## config.mk

```make
export PLATFORM = sky130hd
export DESIGN_NAME = bitmap_fb_scanout_arbiter
export DESIGN_NICKNAME = d
export VERILOG_FILES = /design/src/rtl/bitmap_fb_pkg.sv /design/src/rtl/bitmap_pixel_shifter.sv /design/src/rtl/bitmap_fb_scanout_arbiter.sv
export SDC_FILE = /design/constraint.sdc
export NUM_CORES = 1
export LEC_CHECK = 0
export CORE_MARGIN = 8
export CORE_UTILIZATION = 39
export DETAILED_ROUTE_END_ITERATION = 10
export PLACE_DENSITY = 0.87
export SYNTH_ARGS = -nofsm -noshare
export SYNTH_HDL_FRONTEND = slang
export SYNTH_SLANG_ARGS = --single-unit
```

## constraint.sdc

```tcl
create_clock -name i_clk -period 4.7 [get_ports i_clk]
set_input_delay 0.94 -clock i_clk [delete_from_list [all_inputs] [get_ports i_clk]]
set_output_delay 0.94 -clock i_clk [all_outputs]
set_load 0.01 [all_outputs]
```

## src/rtl/bitmap_fb_pkg.sv

```systemverilog
// Shared geometry constants, colours and arbiter state encoding for the
// 1-bpp framebuffer scanout path.
package bitmap_fb_pkg;

  localparam int unsigned H_VISIBLE     = 640;
  localparam int unsigned H_TOTAL       = 800;
  localparam int unsigned V_VISIBLE     = 480;
  localparam int unsigned V_TOTAL       = 525;
  localparam int unsigned FB_WORDS      = 1200;
  localparam int unsigned WORDS_PER_ROW = 10;
  localparam int unsigned FETCH_LEAD    = 4;

  localparam logic [23:0] FG_COLOR = 24'hFFFFFF;
  localparam logic [23:0] BG_COLOR = 24'h000000;

  typedef enum logic [1:0] {
    IDLE,
    WRITE,
    FETCH,
    CAPTURE
  } arb_state_e;

endpackage

```

## src/rtl/bitmap_pixel_shifter.sv

```systemverilog
// Prefetch register, 16-bit pixel shift register and registered colour mux.
// One bitmap pixel spans 4 screen columns; one word spans 64 columns.
module bitmap_pixel_shifter (
  input  logic        i_clk,
  input  logic        i_rst,
  input  logic [9:0]  i_hpos,
  input  logic [9:0]  i_vpos,
  input  logic        i_visible,
  input  logic        i_capture,
  input  logic [15:0] i_rdata,
  output logic [7:0]  o_r,
  output logic [7:0]  o_g,
  output logic [7:0]  o_b,
  output logic        o_visible
);
  import bitmap_fb_pkg::*;

  logic [15:0] prefetch_q, prefetch_d;
  logic [15:0] shift_q, shift_d;
  logic [23:0] rgb_q, rgb_d;
  logic        vis_q;
  logic        load, shift, pixel;

  // Load/shift control, current pixel selection and colour mux.
  always_comb begin
    load  = (i_hpos[5:0] == 6'd0) && (i_hpos < 10'(H_VISIBLE)) &&
            (i_vpos < 10'(V_VISIBLE));
    shift = (i_hpos[1:0] == 2'd3);
    // On a load cycle the word is only entering the shift register, so the
    // first pixel is taken straight from the prefetch MSB to keep 1-cycle latency.
    pixel = load ? prefetch_q[15] : shift_q[15];

    prefetch_d = i_capture ? i_rdata : prefetch_q;

    shift_d = shift_q;
    if (load) begin
      shift_d = prefetch_q;
    end else if (shift) begin
      shift_d = {shift_q[14:0], 1'b0};
    end

    rgb_d = '0;
    if (i_visible) begin
      rgb_d = pixel ? FG_COLOR : BG_COLOR;
    end
  end

  // Pixel data and colour registers.
  always_ff @(posedge i_clk) begin
    if (i_rst) begin
      prefetch_q <= '0;
      shift_q    <= '0;
      rgb_q      <= '0;
      vis_q      <= 1'b0;
    end else begin
      prefetch_q <= prefetch_d;
      shift_q    <= shift_d;
      rgb_q      <= rgb_d;
      vis_q      <= i_visible;
    end
  end

  assign o_r       = rgb_q[23:16];
  assign o_g       = rgb_q[15:8];
  assign o_b       = rgb_q[7:0];
  assign o_visible = vis_q;

endmodule

```

## src/rtl/bitmap_fb_scanout_arbiter.sv

```systemverilog
// Single-port framebuffer RAM owner: schedules display prefetch reads just
// ahead of the beam and hands every other RAM cycle to one valid/ready writer.
module bitmap_fb_scanout_arbiter (
  input  logic        i_clk,
  input  logic        i_rst,
  input  logic [9:0]  i_hpos,
  input  logic [9:0]  i_vpos,
  input  logic        i_visible,
  input  logic        i_wr_valid,
  input  logic [10:0] i_wr_addr,
  input  logic [15:0] i_wr_data,
  output logic        o_wr_ready,
  output logic        o_wr_err,
  output logic [10:0] o_ram_addr,
  output logic        o_ram_we,
  output logic [15:0] o_ram_wdata,
  input  logic [15:0] i_ram_rdata,
  output logic [7:0]  o_r,
  output logic [7:0]  o_g,
  output logic [7:0]  o_b,
  output logic        o_visible
);
  import bitmap_fb_pkg::*;

  logic [9:0]  next_v, lead_h, fetch_v;
  logic        line_slot, wrap_slot, fetch_slot;
  logic [10:0] fetch_row, fetch_word, fetch_addr;
  logic        wr_addr_ok, capture;
  arb_state_e  state_q, state_d;

  // Fetch slot decode and fetch address generation (row*10 + word).
  always_comb begin
    next_v     = (i_vpos == 10'(V_TOTAL - 1)) ? '0 : i_vpos + 10'd1;
    lead_h     = i_hpos + 10'(FETCH_LEAD);
    line_slot  = (i_vpos < 10'(V_VISIBLE)) && (lead_h[5:0] == 6'd0) &&
                 (i_hpos < 10'(H_VISIBLE - 64));
    wrap_slot  = (i_hpos == 10'(H_TOTAL - FETCH_LEAD)) &&
                 (next_v < 10'(V_VISIBLE));
    fetch_slot = line_slot || wrap_slot;
    fetch_v    = wrap_slot ? next_v : i_vpos;
    fetch_row  = 11'(fetch_v >> 2);
    fetch_word = wrap_slot ? '0 : 11'(lead_h >> 6);
    fetch_addr = (fetch_row << 3) + (fetch_row << 1) + fetch_word;
  end

  // Arbiter next state and RAM port / handshake outputs.
  always_comb begin
    state_d     = IDLE;
    o_wr_ready  = 1'b0;
    o_wr_err    = 1'b0;
    o_ram_we    = 1'b0;
    o_ram_addr  = '0;
    o_ram_wdata = '0;
    wr_addr_ok  = (i_wr_addr < 11'(FB_WORDS));
    if (!i_rst) begin
      if (fetch_slot) begin
        state_d    = FETCH;
        o_ram_addr = fetch_addr;
      end else begin
        o_wr_ready = 1'b1;
        if (state_q == FETCH) begin
          state_d = CAPTURE;
        end else if (i_wr_valid) begin
          state_d = WRITE;
        end
        // A writer may share the CAPTURE cycle; the RAM read already happened.
        if (i_wr_valid) begin
          o_ram_addr  = i_wr_addr;
          o_ram_wdata = i_wr_data;
          o_ram_we    = wr_addr_ok;
          o_wr_err    = !wr_addr_ok;
        end
      end
    end
  end

  // Arbiter state register.
  always_ff @(posedge i_clk) begin
    if (i_rst) begin
      state_q <= IDLE;
    end else begin
      state_q <= state_d;
    end
  end

  assign capture = (state_d == CAPTURE);

  bitmap_pixel_shifter u_shifter (
    .i_clk     (i_clk),
    .i_rst     (i_rst),
    .i_hpos    (i_hpos),
    .i_vpos    (i_vpos),
    .i_visible (i_visible),
    .i_capture (capture),
    .i_rdata   (i_ram_rdata),
    .o_r       (o_r),
    .o_g       (o_g),
    .o_b       (o_b),
    .o_visible (o_visible)
  );

endmodule
```

# --- Yosys cells after proc, flatten, opt, wreduce, memory -nomap -nowiden ---
# Index checks and enable logic that the tools add are counted.
op_classes:
  add_sub_neg: 4
  order_cmp: 5
  n_eq_ne: 5
  n_mux: 25
  bitwise_logic: 1
  reduce_logical: 11
ops:
  columns: ["operator", "n"]
  rows:
  - ["2-to-1 mux 16 bit", 5]
  - ["2-to-1 mux 11 bit", 3]
  - ["2-to-1 mux 24 bit", 1]
  - ["equality test 10 bit, second input constant", 2]
  - ["less-than comparator 10 bit, second input constant", 2]
  - ["less-than comparator 10 x 9 -> 1 bit, second input constant", 2]
  - ["2-to-1 mux 10 bit", 2]
  - ["zero test 6 bit", 2]
  - ["adder 11 x 4 -> 11 bit", 1]
  - ["adder 11 x 9 -> 11 bit", 1]
  - ["less-than comparator 11 bit, second input constant", 1]
  - ["adder 10 x 1 -> 10 bit, second input constant", 1]
  - ["adder 10 x 3 -> 10 bit, second input constant", 1]
  - ["2-to-1 mux 1 bit", 10]
  - ["equality test 2 bit, second input constant", 3]
  - ["2-to-1 mux 2 bit", 3]
  - ["logical AND 1 bit", 5]
  - ["2-to-1 mux 4 bit", 1]
  - ["nonzero test 2 bit", 1]
  - ["OR reduction 2 bit", 1]
  - ["zero test 1 bit", 1]
  - ["logical OR 1 bit", 1]
  - ["NOT 1 bit", 1]
word_totals:
  register_bits: 59
  in_bits: 67
  out_inout_bits: 55
  word_cells: 56

# --- Depth between registers and ports, before layout ---
# Gate-level depths: netlist of run 1.
depth:
  depth_word: 9
  ltp_mapped: 18
  mapped_depth_nobuf: 16

# --- Cells and area by module ---
# Synthesis of run 1 repeated with hierarchy kept, for this count alone.
hier_totals:
  cells_unflattened: 355
  area_unflattened_um2: 2922.8
modules_own_cells:
  columns: ["module", "instances", "cells_per_inst", "area_per_inst_um2", "seq_area_each_um2"]
  rows:
  - ["bitmap_pixel_shifter", 1, 177, 1665.3, 680.7]
  - ["bitmap_fb_scanout_arbiter", 1, 178, 1257.5, 40.0]

# --- Worst setup path before layout of run 1 ---
# Ideal clock, no wire load.
synth_path:
  path_kind: "input to output"
  start: "input port i_vpos[4]"
  end: "output port o_ram_addr[9]"
  t_arrival_ns: 4.092
  required_ns: 3.760
  path_slack_ns: -0.332
  path_stages: 16
  n_path_buf: 2
  cell_sequence: "buf_2 > nor4_1 > nand4_1 > o2111ai_2 > nand2_1 > clkbuf_1 > o31a_2 > fa_1 > inv_1 > ha_1 > a21oi_1 > o211ai_1 > nor4_1 > nor3_1 > xnor2_1 > o31ai_1"
synth_between:
  elab_chain_len: 9
  elab_cells_between_ends: 15
  cone_classes: "add/sub (3); order compare (2); eq/ne (1); mux (5); reduce/logical (4)"
synth_lines:
  columns: ["element", "line", "rtl"]
  rows:
  - ["start, declared", "bitmap_fb_scanout_arbiter.sv:7", "input logic [9:0] i_vpos,"]
  - ["adder 10 x 1 -> 10 bit / equality test 10 bit (equally long branches)", "bitmap_fb_scanout_arbiter.sv:33", "next_v = (i_vpos == 10'(V_TOTAL - 1)) ? '0 : i_vpos + 10'd1;"]
  - ["2-to-1 mux 10 bit", "bitmap_fb_scanout_arbiter.sv:33", null]
  - ["less-than comparator 10 x 9 -> 1 bit", "bitmap_fb_scanout_arbiter.sv:38", "(next_v < 10'(V_VISIBLE));"]
  - ["logical AND 1 bit", "bitmap_fb_scanout_arbiter.sv:37", "wrap_slot = (i_hpos == 10'(H_TOTAL - FETCH_LEAD)) &&"]
  - ["2-to-1 mux 10 bit", "bitmap_fb_scanout_arbiter.sv:40", "fetch_v = wrap_slot ? next_v : i_vpos;"]
  - ["adder 11 x 9 -> 11 bit", "bitmap_fb_scanout_arbiter.sv:43", "fetch_addr = (fetch_row << 3) + (fetch_row << 1) + fetch_word;"]
  - ["adder 11 x 4 -> 11 bit", "bitmap_fb_scanout_arbiter.sv:43", null]
  - ["2-to-1 mux 11 bit (*)", "bitmap_fb_scanout_arbiter.sv:56", "if (fetch_slot) begin"]
  - ["2-to-1 mux 11 bit (*)", "bitmap_fb_scanout_arbiter.sv:55", "if (!i_rst) begin"]
  - ["end, declared", "bitmap_fb_scanout_arbiter.sv:14", "output logic [10:0] o_ram_addr,"]
# Mark *: on every way between the ends. The rest lies on a longest branch, timed or not.

# --- Final worst setup path of run 1 ---
layout_path:
  start: "input port i_hpos[6]"
  end: "output port o_ram_addr[8]"
layout_between:
  elab_chain_len: 7
  elab_cells_between_ends: 12
  cone_classes: "add/sub (3); order compare (1); eq/ne (1); mux (4); reduce/logical (3)"
layout_lines:
  columns: ["element", "line", "rtl"]
  rows:
  - ["start, declared", "bitmap_fb_scanout_arbiter.sv:6", "input logic [9:0] i_hpos,"]
  - ["equality test 10 bit", "bitmap_fb_scanout_arbiter.sv:37", null]
  - ["logical AND 1 bit", "bitmap_fb_scanout_arbiter.sv:37", null]
  - ["2-to-1 mux 10 bit", "bitmap_fb_scanout_arbiter.sv:40", null]
  - ["adder 11 x 9 -> 11 bit", "bitmap_fb_scanout_arbiter.sv:43", null]
  - ["adder 11 x 4 -> 11 bit", "bitmap_fb_scanout_arbiter.sv:43", null]
  - ["2-to-1 mux 11 bit (*)", "bitmap_fb_scanout_arbiter.sv:56", null]
  - ["2-to-1 mux 11 bit (*)", "bitmap_fb_scanout_arbiter.sv:55", null]
# Marks and branches as above.

==> qor.yml, run 1 <==
status: "complete, but fails checks"
failed_checks: "setup timing"
drive_above_1_share_pct: 25.2
cts_buffer_depth: 2
max_slew_margin_pct: 40.2
start_kind: "input pin"
finalSetupViolCount: 8
coreArea_mm2: 0.00714
fin_crit_sh_pct: 108
synthXorXnorAreaFrac_pct: 3.42
p_per_area_mw_per_mm2: 179
ir_worst_vdd_uv: 87.8
met2_usage_pct: 33.2
drt-pass1-iter-count: 4
antenna_found_initial: 0
grt_pass1_wl_mm: 14.9
met3_usage_pct: 4.28
cap_violations: 0
worstPathArrival_ns: 4.13
h-tree-depth: 2
ys_seq_area_share_pct: 25.6
worstHoldStart: "u_shifter.shift_q[5]"
crit_path_frequent_cell: "buf_6"
route.detailed.drc: 0
diodes: 0
total_power_w: 0.000817
synth_edf_count: 0
hp-class: "flop to flop"
worst_pin_slew_ns: 0.894
leakage_nw: 1.79
die_area_mm2: 0.0102
area_delta_synth_final_pct: 61.9
syn_inst: 355
io_pins: 122
seqCellArea_um2: 721
synth_top_family_by_area: "simple AND/OR/NAND/NOR gates"
rsz0062_at_grt: "yes"
critPathKind: "input pin to primary output"
nNetsFinal: 568
cts_buffers: 5
synthMuxAreaShare_pct: 6.39
hold_viol_final: 0
wl_mm: 9.62
via_per_inst: 5.30
crit_required_ns: 3.76
clock_sinks: 36
syn_avg_cell_area_um2: 7.94
syn_area_mm2: 0.00282
die_h_um: 101
grt_max_degree: 52
reg2reg_from: "state_q[0]"
path_clk_slew_ns: 0.07
finalMaxSlewViolations: 0
drtAntennaViolNets: 0
hold_slack_ns: 0.462
path_buf_inv: 6
critPathCaptureType: "primary output"
synth-simple-area-share_pct: 29.3
gp_congestion: 0.839
reg2reg_slack_ns: 3.48
syn_nets: 439
slowest_stage: "fa_2"
overflow: 0
pre_cts_ws_ns: -1.42
track_usage_pct: 17.8
clock_skew_ns: 0.00510
yosys.area_share.adder_pct: 8.08
rows: 31
max_freq_ghz: 0.197
fill_cells: 611
port_buffers: 121
die_w_um: 101
cts_root_buf: "clkbuf_8"
wl_per_cell_um: 16.5
busiest_layer: "met2"
crit_chain: "buf_6 -> nor4bb_4 -> nand3_2 -> a21oi_4 -> nand2_4 -> buf_6 -> buf_6 -> o21ai_4 -> o31ai_4 -> ha_1 -> ha_2 -> inv_2 -> fa_2 -> nor2b_4 -> o31ai_2 -> a21oi_2 -> buf_4 -> nor2_1 -> o31ai_1 -> o21ai_1 -> buf_2"
synth-compound-area-share_pct: 16.1
fin_crit_ns: 5.07
synth.distinct_cells: 47
ys_ff_latch: 36
cpPeakStageDelay_ns: 0.41
cp_top_family: "adder cells"
ys.flop_type: "dfxtp_1"
grt_pass1_vias: 3180
ys.warnings.count: 0
num_vias: 3093
met1_usage_pct: 18.8
crit_path_start: "i_hpos[6]"
multi_input_area_mm2: 0.00210
worst_slack_ns: -0.372
drt_iter0_drc: 89
insertion_delay_ns: 0.29
start_util_pct: 39.5
fin_util_pct: 63.9
hpwl_mm: 6.90
hold_buffers: 0
cp_max_fo: 6
synthArstFlopShare_pct: 0
cts_tree: "done"
stage by stage:
stage          TNS, ns  instance area, µm²  cells
5_1_grt          -3.15                4560    584
2_1_floorplan   -0.268                2860    355
3_3_place_gp     -9.49                4180    568
3_5_place_dp    -10.45                4180    568
4_1_cts          -2.04                4420    585
6_report         -2.04                4560    584
cell families (layout without fill, tap and decap cells):
group / Yosys count / count (layout)
simple gates: 148 / 148
xor+xnor: 11 / 11
fa+ha+maj: 17 / 17
mux: 18 / 18
buf+inv: 53 / 183
flops: 36 / 36
compound gates: 72 / 72
cell type report:
cell class	count	share of cell area (%)
clock buffer	8	1.97
sequential	36	15.8
tap	99	2.71
inverter	7	0.576
timing repair buffer	168	32.8
multi-input combinational	266	46.1
report_power, final:
group / switching (W) / leakage [nW] / internal [W]
Combinational: 0.000126 / 1.46 / 0.000158
Clock: 0.000105 / 0.0455 / 0.000119
Sequential: 0.00000135 / 0.291 / 0.000307
Total: 0.000232 / 1.79 / 0.000585
Yosys cell counts, drive strengths merged, types with 3 or more instances:
library cell / count / area (µm²)
a22oi: 14 / 105
nor2b: 5 / 31.3
ha: 15 / 188
buf: 29 / 223
o21ai: 9 / 45.0
inv: 7 / 26.3
o31ai: 8 / 60.1
and3: 20 / 131
xor2: 6 / 52.6
nand4: 4 / 25.0
dfxtp: 36 / 721
nand2b: 33 / 206
a21oi: 30 / 150
nor3: 7 / 46.3
nand3: 16 / 80.1
nor2: 16 / 60.1
and2: 6 / 37.5
clkbuf: 17 / 63.8
mux2i: 18 / 180
and4: 3 / 28.8
nand2: 28 / 105
xnor2: 5 / 43.8
nor4: 3 / 18.8
layer usage:
layer | vias to the layer above | wire length, µm
met1 | 1464 | 3730
met4 | 0 | 243
met2 | 123 | 4940
met5 | - | 0
met3 | 21 | 709
li1 | 1485 | -
path summary, 6_finish.rpt:
| check | depth (start not counted) | end |
|---|---|---|
| max | 21 | o_ram_addr[8] |
| min | 2 | u_shifter.shift_q[5] |
| max reg2reg | 4 | u_shifter.prefetch_q[14] |
| min reg2reg | 2 | u_shifter.shift_q[5] |
state kept, by name, summed over array words and instances (netlist names):
register and count:
u_shifter.prefetch_q 16, u_shifter.o_visible 1, u_shifter.rgb_q 1, u_shifter.shift_q 16, state_q 2
worst min-delay path, cell delays in order, from the launching register on:
cell and delay (ns):
dfxtp_1 0.31, nand2_1 0.05, a21oi_1 0.05
layout by cell type, fill, tap and decap left out, types with 9 or more instances in the layout:
| cell type | synthesis | routed |
|---|---|---|
| nor2_1 | 16 | 15 |
| and3_1 | 18 | 17 |
| a21oi_1 | 30 | 24 |
| nand3_1 | 16 | 15 |
| buf_2 | 3 | 17 |
| nand2b_1 | 33 | 33 |
| mux2i_1 | 18 | 18 |
| a22oi_1 | 14 | 14 |
| buf_4 | 23 | 43 |
| nand2_1 | 28 | 27 |
| clkdlybuf4s50_1 | 0 | 91 |
| ha_1 | 15 | 9 |
| dfxtp_1 | 36 | 36 |
timing repair:
| action | in CTS | in global routing |
|---|---|---|
| pin swaps | 33 | 29 |
| gates resized for setup | 138 | 27 |
| setup endpoints to repair | 10 | 9 |
| cloned | 0 | 0 |
| buffers inserted | 9 | 0 |
Power figures use the tool's default switching activity.
==> run 2: changes to the inputs <==
- CTS_CLUSTER_DIAMETER: not set -> 150
==> results of run 2 <==
No change in the layout: final DEF, timing and power equal those of run 1.
==> run 3: changes to the inputs <==
- HOLD_SLACK_MARGIN: not set -> 0.05
- PLACE_DENSITY: 0.87 -> 0.78
==> run 3 against run 2 <==
  * The flow still finishes with violations (setup timing)
  * Clock skew shrank 0.00077 ns
  * Critical path type unchanged
  * Non-clock buffer count grew 12
  * Routed wire length shrank 3.7%
  * Utilization grew 1.9 points
  * Clock-buffer cell count shrank 1
==> qor.yml, run 3 (synthesis results as in run 1) <==
rows: 31
reg.largest.list: "u_shifter.prefetch_q: 16 flops, u_shifter.shift_q: 16 flops, state_q: 2 flops"
combPwrFrac_pct: 35.3
drtAntennaViolNets: 0
clock_skew_ns: 0.00433
route.detailed.drc: 0
max_freq_ghz: 0.194
hold_viol_final: 0
rsz0062_at_grt: "yes"
cts_buffers: 5
drt-pass1-iter-count: 4
start_util_pct: 39.5
die_area_mm2: 0.0102
worstRegToRegCells: 4
worst_pin_slew_ns: 0.913
track_usage_pct: 17.5
status: "complete, but fails checks"
wl_per_cell_um: 15.6
start_kind: "input pin"
crit_path_start: "i_vpos[4]"
grt_max_degree: 50
cts_buffer_depth: 2
antenna_found_initial: 0
ir_worst_vdd_uv: 96.7
r2r-end: "u_shifter.prefetch_q[13]"
coreArea_mm2: 0.00714
pre_cts_ws_ns: -1.29
seqPwrFrac_pct: 37.0
h-tree-depth: 2
hp-class: "flop to flop"
via_per_inst: 5.05
critPathCaptureType: "primary output"
finalMaxSlewViolations: 0
finalSetupViolCount: 8
cp_max_fo: 3
diodes: 0
fin_crit_ns: 5.17
wl_mm: 9.26
hold_slack_ns: 0.455
max_slew_margin_pct: 38.9
drt_iter0_drc: 73
worstPathArrival_ns: 4.23
placed_cell_area_mm2: 0.00424
area_delta_synth_final_pct: 66.7
power.internal_w: 0.000603
gp_congestion: 0.885
path_clk_slew_ns: 0.06
cts_root_buf: "clkbuf_8"
switching_share_pct: 27.7
grt_pass1_wl_mm: 14.5
crit_required_ns: 3.76
nNetsFinal: 580
overflow: 0
hpwl_mm: 6.72
cts_tree: "done"
reg2reg_from: "state_q[0]"
grt_pass1_vias: 3015
die_w_um: 101
port_buffers: 121
insertion_delay_ns: 0.29
clock_sinks: 36
worst_slack_ns: -0.466
num_vias: 3003
pwr-share-clk_pct: 27.8
mostFrequentLayoutCells: "clkdlybuf4s50_1, buf_4, dfxtp_1, nand2b_1, nand2_1"
power.switching_w: 0.000231
fin_crit_sh_pct: 110
cap_violations: 0
total_power_w: 0.000834
p_per_area_mw_per_mm2: 178
stdcell_area_mm2: 0.00470
layout_commonest_cell: "clkdlybuf4s50_1"
die_h_um: 101
io_pins: 122
leakage_nw: 1.87
drive_above_1_share_pct: 27.2
reg2reg_slack_ns: 3.48
critPathKind: "input pin to primary output"
fin_util_pct: 65.8
cp-endpoint: "o_ram_addr[10]"
failed_checks: "setup timing"
[run 3: changes by cell type in the layout (fill, tap and decap cells not counted), moves of 2 or more]
cell	change
o31ai_4	+2
nor2_2	+2
buf_4	+11
o21ai_4	-2
clkbuf_2	-2
ha_4	+2
buf_6	+2
clkbuf_1	-2
ha_1	-2
[run 3: how the worst min path moves through the flow]
stage                                from                    end  slack [ns]  cells past startpoint
floorplan           u_shifter.shift_q[10]  u_shifter.shift_q[10]        0.44                      2
global placement     u_shifter.shift_q[4]   u_shifter.shift_q[4]        0.44                      2
detailed placement   u_shifter.shift_q[4]   u_shifter.shift_q[4]        0.45                      2
CTS                  u_shifter.shift_q[4]   u_shifter.shift_q[4]        0.46                      2
global route         u_shifter.shift_q[3]   u_shifter.shift_q[3]        0.48                      2
finish               u_shifter.shift_q[4]   u_shifter.shift_q[4]        0.45                      2
[run 3: through the flow]
step                      instances  TNS, ns
after global placement          575    -8.46
final                           595    -2.64
after global routing            595    -4.00
after detailed placement        575    -9.45
after CTS                       592    -2.00
after floorplan                 355   -0.268
[run 3: final cells by class]
class                      instances  area (µm²)
clock buffer                       7        96.3
timing repair buffer             180        1600
sequential                        36         721
tap                               99         124
multi-input combinational        266        2130
fill                             589        2440
inverter                           7        26.3
[run 3: what timing repair did]
action                     in CTS  in global routing
resized for setup             159                  4
setup endpoints to repair       9                  9
hold endpoints to repair        0                  0
hold buffers                    0                  0
pin swaps                      41                 10
gates cloned                    0                  0
setup buffers                  10                  3
[run 3: worst max-delay path, stage by stage]
cell and delay [ns]:
buf_8 0.10, nor4_4 0.25, nand4_1 0.22, buf_4 0.20, and2_1 0.16, o21ai_2 0.23, o31a_4 0.20, fa_1 0.42
buf_4 0.16, fa_2 0.41, nor2b_4 0.18, o31ai_4 0.09, a21oi_2 0.17, o21a_1 0.14, o22ai_2 0.06, a21oi_2 0.15
buf_2 0.15
[run 3: power by group through the flow]
| stage | registers [W] | clock network (W) | logic, W |
|---|---|---|---|
| 3_5_place_dp | 0.000315 | 0 | 0.000244 |
| 5_1_grt | 0.000308 | 0.000251 | 0.000316 |
| 6_report | 0.000308 | 0.000232 | 0.000294 |
| 3_3_place_gp | 0.000315 | 0 | 0.000242 |
| 2_1_floorplan | 0.000315 | 0 | 0.000113 |
| 4_1_cts | 0.000308 | 0.000237 | 0.000284 |
[run 3: metal layers]
metal | up-vias | global-route usage [%] | routed length, µm
li1 | 1510 | - | -
met1 | 1386 | 19.1 | 3760
met2 | 94 | 32.3 | 4750
met3 | 13 | 4.77 | 604
met4 | 0 | 4.12 | 138
met5 | - | 0 | 0
==> patch 1: new RTL, flow settings as in run 1 <==
Make the reset (`i_rst`) asynchronous in 2 clocked blocks.
--- a/src/rtl/bitmap_pixel_shifter.sv
+++ b/src/rtl/bitmap_pixel_shifter.sv
@@ -48,3 +48,3 @@
   // Pixel data and colour registers.
-  always_ff @(posedge i_clk) begin
+  always_ff @(posedge i_clk or posedge i_rst) begin
     if (i_rst) begin
--- a/src/rtl/bitmap_fb_scanout_arbiter.sv
+++ b/src/rtl/bitmap_fb_scanout_arbiter.sv
@@ -77,3 +77,3 @@
   // Arbiter state register.
-  always_ff @(posedge i_clk) begin
+  always_ff @(posedge i_clk or posedge i_rst) begin
     if (i_rst) begin
Function: differs if i_rst is asserted again (counterexample within 4 cycles, from zero or initial values and one cycle with i_rst high); with i_rst held inactive, the same outputs for 10 cycles.
==> patch 1 against run 1 <==
  * The run still ends with setup timing left
  * Routed wire length is 12% lower
  * Synthesized cell count is 12% lower
  * Sequential cell count stayed put
  * Die area is 0.30% higher
  * Design area is 0.11% higher
  * Via count is 12% lower
  * Worst setup slack worse by 0.14 ns
  * Sequential power is 28% higher
  * Synthesized area is 0.36% higher
  * Power is 31% higher
  * Clock skew is 0.0024 ns lower
  * Critical path type unchanged
  * Largest power group is now combinational cells
  * Highest routed layer unchanged
==> patch 1: results (changes against run 1) <==
Routing
  • Iter 0 DRT Violations: 84 (-5.6%)
  • DR WL met2: 4.87 mm (-1.4%)
  • Vias: 2736 (-12%)
  • Routed length on met1: 3.20 mm (-14%)
  • WL met3: 261 µm (-63%)
  • WL per Instance: 15.2 µm (-7.5%)

Logic synthesis
  • Post-synth ARST share: 100% (+100 points)
  • Cell count after synthesis: 313 (-12%)
  • Ranking of synthesized cells by area: dfrtp_1 32%, ha_1 6.6%, buf_4 6.1%, mux2i_1 6.0%, mux2_4 5.3%
  • Synth Flop Type: dfrtp_1
  • Register area share after synthesis: 31.8% (+6.3 points)
  • Syn nets: 397 (-9.6%)
  • Synth warn: 0 (unchanged)
  • Commonest cells in the netlist: 36 x dfrtp_1, 28 x a21oi_1, 25 x nor2_1, 23 x buf_4, 20 x and2_1
  • Synth unique cells: 45 (-4.3%)

Timing
  • Final setup violation count: 8 (unchanged)
  • Worst Clk Skew: 0.00271 ns (-0.00239 ns)
  • Final worst slack: -0.509 ns (-0.137 ns)
  • Setup TNS: -2.47 ns (-0.434 ns)
  • Worst Tran Pin Value: 0.781 ns (-0.113 ns)
  • Final hold slack: 0.504 ns (+0.0419 ns)

Global routing
  • GRT met3 Usage: 2.82% (-1.5 points)
  • First-pass GRT wire length: 13.3 mm (-10%)
  • GR Layer Usage met1: 17.3% (-1.6 points)
  • Total GRT Usage: 16.0% (-1.9 points)
  • Met2 Track Usage GR: 31.0% (-2.2 points)
  • Pin count of the biggest net entering global routing: 37 (-29%)
  • Vias in the first global route: 2816 (-11%)

Outcome
  • Failing checks: setup timing
  • Status: finished with violations

Worst setup path
  • CP max FO: 3 (-3)
  • End of the worst register-to-register path: u_shifter.prefetch_q[13]$_DFFE_PP0N_
  • CP max-delay cell: fa_2
  • Top delay family on crit path: simple AND/OR/NAND/NOR gates
  • Crit path DAT: 4.27 ns (+0.14 ns)
  • Termination of the worst setup path: o_ram_addr[7]
  • Max incr delay on CP: 0.56 ns (+0.15 ns)
  • Flop2flop setup slack: 3.19 ns (-0.29 ns)
  • Worst r2r src: state_q[0]$_DFF_PP0_
  • Worst Setup SP: i_vpos[4]

Placement
  • DP HPWL: 6.61 mm (-4.3%)
  • RePlAce Congestion: 0.846 (+0.88%)
  • Cells after DPL: 536 (-5.6%)
  • Dpl ws: -1.32 ns (+0.104 ns)
  • Post-DP Area: 4300 µm² (+2.7%)

Min path
  • Worst hold start: u_shifter.shift_q[0]$_DFFE_PP0P_
  • WHS Endpoint: u_shifter.shift_q[0]$_DFFE_PP0P_

Cells and area
  • Nets: 539 (-5.1%)
  • Share of layout cells above drive strength 1: 28.4% (+3.2 points)

Clock network
  • CTS resizes: 84 (-39%)
  • Longest Clk Path Bufs: 2 (unchanged)
  • Post-CTS Setup Inserts: 5 (-4)

Power and ir drop
  • Static leakage: 0.00210 µW (+17%)
  • Worst vdd ir: 0.000244 V (+180%)
==> patch 1: power groups by stage <==
stage / Combinational, µW / Sequential, µW / Clock [µW]
floorplan: 249 / 392 / 0
global placement: 410 / 396 / 0
detailed placement: 422 / 401 / 0
CTS: 423 / 396 / 236
global route: 480 / 404 / 251
finish: 446 / 395 / 227
==> patch 1: cells by family (layout without fill, tap and decap cells) <==
logic type      count (synthesis)  in the layout  synth area share (%)
compound gates                 51             51                  10.9
fa+ha+maj                      17             17                  8.05
mux                            34             34                  14.1
flops                          36             36                  31.8
buf+inv                        46            188                  9.51
simple gates                  118            118                  22.2
xor+xnor                       11             11                  3.41
==> patch 1: area by class of cell <==
| cell class | instances | area [µm²] |
|---|---|---|
| fill | 603 | 2570 |
| clock buffer | 7 | 96.3 |
| sequential | 36 | 901 |
| tap | 99 | 124 |
| timing repair buffer | 171 | 1530 |
| multi-input combinational | 231 | 1880 |
| inverter | 10 | 37.5 |
==> patch 2: new RTL, settings of run 1 <==
Made on the original files. `shift_q` no longer has a reset.
--- a/src/rtl/bitmap_pixel_shifter.sv
+++ b/src/rtl/bitmap_pixel_shifter.sv
@@ -51,3 +51,2 @@
       prefetch_q <= '0;
-      shift_q    <= '0;
       rgb_q      <= '0;
@@ -56,3 +55,2 @@
       prefetch_q <= prefetch_d;
-      shift_q    <= shift_d;
       rgb_q      <= rgb_d;
@@ -60,2 +58,6 @@
     end
+  end
+
+  always_ff @(posedge i_clk) begin
+    shift_q <= shift_d;
   end
Formal check against the unedited RTL: differs if i_rst is asserted again (counterexample within 10 cycles, from zero or initial values and one cycle with i_rst high); with i_rst held inactive, the same outputs for 10 cycles.
==> patch 2 against run 1 <==
  * The run still ends with setup timing left
  * Sequential power increased by 9.4%
  * Register-to-register slack got worse by 0.05 ns
  * Power increased by 13%
  * Core utilization increased by 4.7 points
  * Clock skew decreased by 0.0018 ns
  * Routed wire length increased by 6.0%
  * Via count increased by 0.45%
  * Sequential share of layout area increased by 1.9 points
  * Synthesized area increased by 4.1%
  * Worst setup slack got worse by 0.35 ns
  * Count of clock-buffer cells in the layout decreased by 3
  * Design area increased by 9.1%
  * Sequential cell count unchanged
  * Critical endpoint is now o_ram_addr[9]
  * Largest cell class unchanged
==> patch 2: results (changes against run 1) <==
Cells and area
  • Fillers: 520 (-15%)
  • Largest regs: u_shifter.prefetch_q (16), u_shifter.shift_q (16), state_q (2)
  • Nets: 573 (+0.88%)
  • Ant diodes: 0 (unchanged)
  • Share of layout cells above drive strength 1: 34.3% (+9.1 points)

Min path
  • Hold Path Depth: 2 (unchanged)
  • Worst min-delay path class: reg -> reg

Timing
  • Setup TNS: -4.26 ns (-2.22 ns)
  • Worst Clk Skew: 0.00331 ns (-0.00179 ns)
  • Final worst slack: -0.717 ns (-0.346 ns)
  • Final setup violation count: 8 (unchanged)
  • Max_slew headroom: 54.1% (+14 points)

Placement
  • DP HPWL: 7.18 mm (+4.0%)
  • # port buffers: 121 (unchanged)
  • RePlAce Congestion: 0.918 (+9.4%)
  • Dpl ws: -1.64 ns (-0.211 ns)

Outcome
  • Failing checks: setup timing
  • Status: finished with violations

Global routing
  • Vias in the first global route: 3261 (+2.5%)
  • First-pass GRT wire length: 15.4 mm (+3.5%)
  • Initial antenna violation count: 0 (unchanged)
  • Pin count of the biggest net entering global routing: 36 (-31%)
  • Total GRT Usage: 18.1% (+0.26 points)

Logic synthesis
  • Synth Flop Type: dfxtp_1
  • Commonest cells in the netlist: 36 x nand2b_1, 23 x buf_4, 20 x dfxtp_1, 17 x and2_1, 17 x mux2i_1
  • Post-Synth Adder-Cell Area: 7.76% (-0.32 points)
  • Ranking of synthesized cells by area: edfxtp_1 16%, dfxtp_1 14%, nand2b_1 7.7%, ha_1 6.4%, buf_4 5.9%
  • Post-synthesis compound-gate area fraction: 12.2% (-3.9 points)
  • Synth unique cells: 49 (+4.3%)
  • Synth warn: 0 (unchanged)
  • Post-synth EDFFs: 16 (+16)
  • Multiplexer share of the synthesized area: 11.6% (+5.2 points)
  • Syn nets: 409 (-6.8%)
  • Register area share after synthesis: 30.0% (+4.4 points)
  • Xor/xnor share of the synthesized area: 2.98% (-0.43 points)
  • Post-synth ARST share: 0% (unchanged)

Power and ir drop
  • Static leakage: 0.00193 µW (+7.6%)
  • Worst vdd ir: 0.000130 V (+48%)

Clock network
  • Clk root buf: clkbuf_8
  • H-tree levels: 2 (unchanged)
  • Inserted Clock Buffers: 5 (unchanged)
  • Clk slew on worst S/H paths: 0.07 ns (about the same)
  • Longest Clk Path Bufs: 2 (unchanged)
  • Clock latency on the worst-skew pair: 0.28 ns

Routing
  • Vias: 3107 (+0.45%)
  • WL per Instance: 17.3 µm (+5.1%)
  • First-pass DRT Iterations: 5 (+1)
  • Iter 0 DRT Violations: 120 (+35%)

Worst setup path
  • CP max FO: 5 (-1)
  • R2R cell count: 4 (unchanged)
  • Crit path DAT: 4.48 ns (+0.35 ns)
patch 2: cell types whose count changed after synthesis, sizes merged, moves of 15 or more:
| cell | delta |
|---|---|
| and3 | -18 |
| dfxtp | -16 |
| edfxtp | +16 |
| mux2 | +15 |
patch 2: cell type report:
cell class	count	area [µm²]	share of cell area, %
inverters	9	33.8	0.679
flip-flops and latches	36	881	17.7
clock inverters	3	42.5	0.855
clock buffers	5	68.8	1.38
well taps	99	124	2.49
repair buffers	196	1730	34.7
multi-input cells	241	2100	42.2
patch 2: cell families after synthesis:
group | Yosys count
multiplexers | 32
AND/OR/NAND/NOR | 126
XOR/XNOR | 10
adder cells (fa/ha/maj) | 17
buffers and inverters | 48
flip-flops | 36
AO/OA/AOI/OAI | 56
patch 2: what timing repair did:
item,CTS,global route
pin swaps,35,23
buffers inserted,16,4
hold buffers,0,0
setup endpoints to repair,10,9
resized for setup,119,27
patch 2: path summary, 6_finish.rpt:
| kind | start | end | slack [ns] |
|---|---|---|---|
| max | i_vpos[6] | o_ram_addr[9] | -0.72 |
| min | u_shifter.prefetch_q[0]$_SDFFE_PP0N_ | u_shifter.prefetch_q[0]$_SDFFE_PP0N_ | 0.48 |
| max reg2reg | state_q[0]$_SDFF_PP0_ | u_shifter.prefetch_q[3]$_SDFFE_PP0N_ | 3.43 |
| min reg2reg | u_shifter.prefetch_q[0]$_SDFFE_PP0N_ | u_shifter.prefetch_q[0]$_SDFFE_PP0N_ | 0.48 |
patch 2: power breakdown:
group | internal (µW) | switching, µW
clock | 157 | 110
sequential | 334 | 3.14
combinational | 184 | 139
total | 675 | 252
patch 2: critical path, stage by stage:
cell and delay, ns:
clkdlybuf4s15_2 0.23, nand2_2 0.10, o31ai_4 0.25, nand3_2 0.17, a211oi_4 0.36, nand2b_4 0.12
o31a_1 0.32, fa_2 0.57, inv_2 0.05, ha_4 0.22, a21oi_4 0.16, o211ai_1 0.12
buf_4 0.16, o41ai_4 0.21, xnor2_1 0.15, o21ai_1 0.09, a21oi_2 0.11, buf_2 0.14
patch 2: routing by layer:
metal,track usage [%],up-vias,wire (µm)
met3,7.56,35,1190
met5,0,-,0
met2,31.3,172,4710
met1,19.2,1425,3900
met4,7.12,0,389
li1,-,1475,-
patch 2: stage by stage:
step                total power, µW  hold slack, ns  std cells  area (µm²)
finish                          926           0.476        589        4980
global route                    967           0.502        589        4980
CTS                             911           0.478        586        4840
detailed placement              617           0.459        562        4490
global placement                612           0.457        562        4490
floorplan                       468           0.446        325        3000
